[src/rtl/ffs_result_buffer.sv]
// Credit-managed elastic buffer behind the non-stallable FFS pipeline.
// Reserves a slot per issue, captures results into a circular FIFO, exposes valid/ready.
module ffs_result_buffer #(
  parameter int DEPTH    = 16,
  parameter int RESULT_W = 10,
  parameter int CNT_W    = $clog2(DEPTH) + 1
) (
  input  logic                clk,
  input  logic                reset,
  input  logic                issue_valid,
  output logic                issue_ready,
  input  logic                res_valid,
  input  logic [RESULT_W-1:0] res_data,
  output logic                m_valid,
  input  logic                m_ready,
  output logic [RESULT_W-1:0] m_data,
  output logic [CNT_W-1:0]    occupancy,
  output logic [CNT_W-1:0]    reserved,
  output logic [1:0]          err
);

  localparam int PTR_W = $clog2(DEPTH);
  localparam logic [CNT_W-1:0] DEPTH_C = CNT_W'(DEPTH);

  logic [RESULT_W-1:0] mem [DEPTH];
  logic [PTR_W-1:0]    wr_ptr, rd_ptr;
  logic [CNT_W-1:0]    occ_q, res_q;
  logic [1:0]          err_q;
  logic                issue, pop, push;

  always_comb begin
    issue_ready = (res_q < DEPTH_C);
    m_valid     = (occ_q != '0);
    m_data      = mem[rd_ptr];
    occupancy   = occ_q;
    reserved    = res_q;
    err         = err_q;
  end

  // A full FIFO still accepts a beat when the head is popped in the same cycle.
  always_comb begin
    issue = issue_valid & issue_ready;
    pop   = m_valid & m_ready;
    push  = res_valid & ((occ_q < DEPTH_C) | pop);
  end

  always_ff @(posedge clk) begin
    if (reset) begin
      wr_ptr <= '0;
      rd_ptr <= '0;
      occ_q  <= '0;
      res_q  <= '0;
      err_q  <= '0;
    end else begin
      if (push) wr_ptr <= wr_ptr + 1'b1;
      if (pop)  rd_ptr <= rd_ptr + 1'b1;
      occ_q <= occ_q + CNT_W'(push) - CNT_W'(pop);
      res_q <= res_q + CNT_W'(issue) - CNT_W'(pop);
      if (issue_valid & ~issue_ready) err_q[0] <= 1'b1;
      if (res_valid & ~push)          err_q[1] <= 1'b1;
    end
  end

  always_ff @(posedge clk) begin
    if (push) mem[wr_ptr] <= res_data;
  end

endmodule
[config.mk]
export PLATFORM = sky130hd
export DESIGN_NAME = ffs_result_buffer
export DESIGN_NICKNAME = d
export VERILOG_FILES = /design/src/rtl/ffs_result_buffer.sv
export SDC_FILE = /design/constraint.sdc
export NUM_CORES = 1
export LEC_CHECK = 0
export CORE_ASPECT_RATIO = 1.5
export CORE_MARGIN = 3
export CORE_UTILIZATION = 30
export CTS_CLUSTER_SIZE = 25
export DETAILED_ROUTE_END_ITERATION = 10
export RECOVER_POWER = 25
export SYNTH_ARGS = -nofsm -noshare
export SYNTH_HDL_FRONTEND = slang
export SYNTH_SLANG_ARGS = --single-unit
[constraint.sdc]
create_clock -name clk -period 7.4 [get_ports clk]
set_clock_uncertainty 0.15 [all_clocks]
set_input_delay 1.11 -clock clk [delete_from_list [all_inputs] [get_ports clk]]
set_output_delay 1.11 -clock clk [all_outputs]
set_load 0.005 [all_outputs]
==> out/qor.yml <==
status: "complete, no violations"
drive_above_1_share: 0.151
worst_pin_slew_ps: 1160
grt_pass1_vias: 3853
syn_to_final_growth_pct: 18.3
die_x_um: 133
relSlewSlack: 0.223
remaining_drc_errors: 0
gp_congestion: 0.725
synth.largest_area_cell: "edfxtp_1"
antenna_found_initial: 1
grt_max_degree: 41
clock_sinks: 184
synthDistinctLibCells: 31
nets: 471
p_leak_uw: 0.00282
core_area_um2: 23800
die_h_um: 197
p_per_area_nw_per_um2: 320
setup_viol: 0
clk_latency_ps: 430
hold_viol_final: 0
grt_pass1_wl_mm: 21.7
yosysSeqAreaShare: 0.724
synth_area_leaders: "edfxtp_1 66%, mux4_2 8.6%, dfxtp_1 6.6%"
drv_slew: 0
crit_type: "reg -> out"
total_power_uw: 2760
period_needed_ps: 4090
ant_nets: 0
cts_tree: "done"
syn_area_um2: 7300
io_pins: 39
clock.fmax_mhz: 245
endpoint_kind: "output port"
final_cells: 771
cts_buffers: 17
timing.final.crit_share: 0.552
dp_cells: 738
die_area_um2: 26300
ys_warn_count: 0
cts_root_buffer: "clkbuf_16"
dp_hpwl_mm: 9.06
port_buffers: 38
grt-ovfl-total: 0
critPathArrivalTime_ps: 2830
path_max_fanout: 40
cts_resized: 0
post-cts-setup-buffers: 0
cts_hold_buf: 0
start_util: 0.306
clkTransAtPathRegs_ps: 70
num_vias: 3528
synth_top_area_share: 0.658
num_rows: 69
synth_seq_cells: 184
synth_fp_nets: 426
wire_per_inst_um: 17.7
dr.first_iter.drc_count: 217
avgSynthCellArea_um2: 18.6
irDropWorstVdd_v: 0.000155
via_per_inst: 4.58
required_ps: 6140
cts.path.max_buffers: 2
wirelength_mm: 13.6
pre_cts_slack_ps: 3310
layout_setup_ws_ps: 3310
min_path_type: "reg -> reg"
cap_violations: 0
cp-start-kind: "register"
synth_cells: 393
htree_levels: 4
rsz0062_at_grt: "no"
grt_usage: 0.109
tns_ps: 0
dr.pass1.iters: 4
path summary, 6_finish.rpt:
path                start      endpoint  slack, ps  depth (start not counted)
max reg2reg  occupancy[3]  occupancy[4]       4240                         13
min reg2reg        err[1]        err[1]        340                          2
max              register     m_data[3]       3310                          5
min                err[1]        err[1]        340                          2
logic make-up (layout without fill, tap and decap cells):
group           Yosys count  in the layout  share of synthesized area
compound gates           33             33                     0.0307
xor+xnor                 13             13                     0.0156
fa+ha+maj                18             18                     0.0329
buf+inv                  34             92                     0.0228
flops                   184            184                      0.724
mux                      40             40                      0.130
other cells               0              1                          0
simple gates             71             71                     0.0441
final cells by class:
| cell class | instances | area (um^2) |
|---|---|---|
| Fill cell | 2248 | 15200 |
| Sequential cell | 184 | 5290 |
| Multi-Input combinational cell | 175 | 1850 |
| Clock buffer | 17 | 425 |
| Timing Repair Buffer | 44 | 425 |
| Tap cell | 319 | 399 |
| Clock inverter | 15 | 191 |
| Inverter | 16 | 60.1 |
| Antenna cell | 1 | 2.50 |
critical path, cell delays in order (launching register included):
cell and delay [ps]:
dfxtp_2 320, buf_4 600, mux4_1 640, a22oi_1 230, nand2_1 130, clkdlybuf4s50_1 460
cells in the final DEF, fill, tap and decap left out, drive strengths merged, types with 16 or more instances in the layout:
master | synthesis | routed
clkbuf | 8 | 17
a22oi | 20 | 20
ha | 16 | 16
clkdlybuf4s50 | 0 | 31
mux4 | 40 | 40
inv | 16 | 25
edfxtp | 160 | 160
nor2 | 28 | 28
dfxtp | 24 | 24
nand2 | 19 | 19
sequential cells by signal, indices dropped and copies added, names as in the netlist, named ones only:
register   count
err            2
mem          160
occupancy      5
rd_ptr         4
reserved       5
wr_ptr         4
layer usage:
metal / global-route usage / up-vias / routed length, um
met5: 0 / - / 0
met4: 0.0355 / 0 / 192
met3: 0.0293 / 16 / 593
met2: 0.191 / 82 / 7160
met1: 0.131 / 1782 / 5680
li1: - / 1648 / -
per-stage QoR:
stage / hold WS [ps] / instance area [um^2] / utilization
after floorplan: 310 / 7300 / -
after global placement: 308 / 8020 / 0.336
after detailed placement: 313 / 8020 / 0.336
after CTS: 345 / 8630 / 0.362
after global routing: 375 / 8630 / 0.362
final: 345 / 8640 / 0.362
cell usage after synthesis (all sizes together):
library cell  instances
edfxtp              160
or4b                  1
dfxtp                24
nor2                 28
inv                  16
nor2b                 6
nand3                 5
fa                    2
o21ai                 1
ha                   16
a22oi                20
mux4                 40
nor3                  4
a21oi                 8
nand2                19
and2                  2
nand2b                3
a21o                  3
or3                   1
clkbuf                8
xor2                  8
buf                  10
xnor2                 5
a31oi                 1
and3                  2
power breakdown:
group / switching [uW] / internal (uW)
clock: 441 / 464
sequential: 31.5 / 1180
combinational: 294 / 350
total: 767 / 1990
Power figures use the tool's default switching activity.
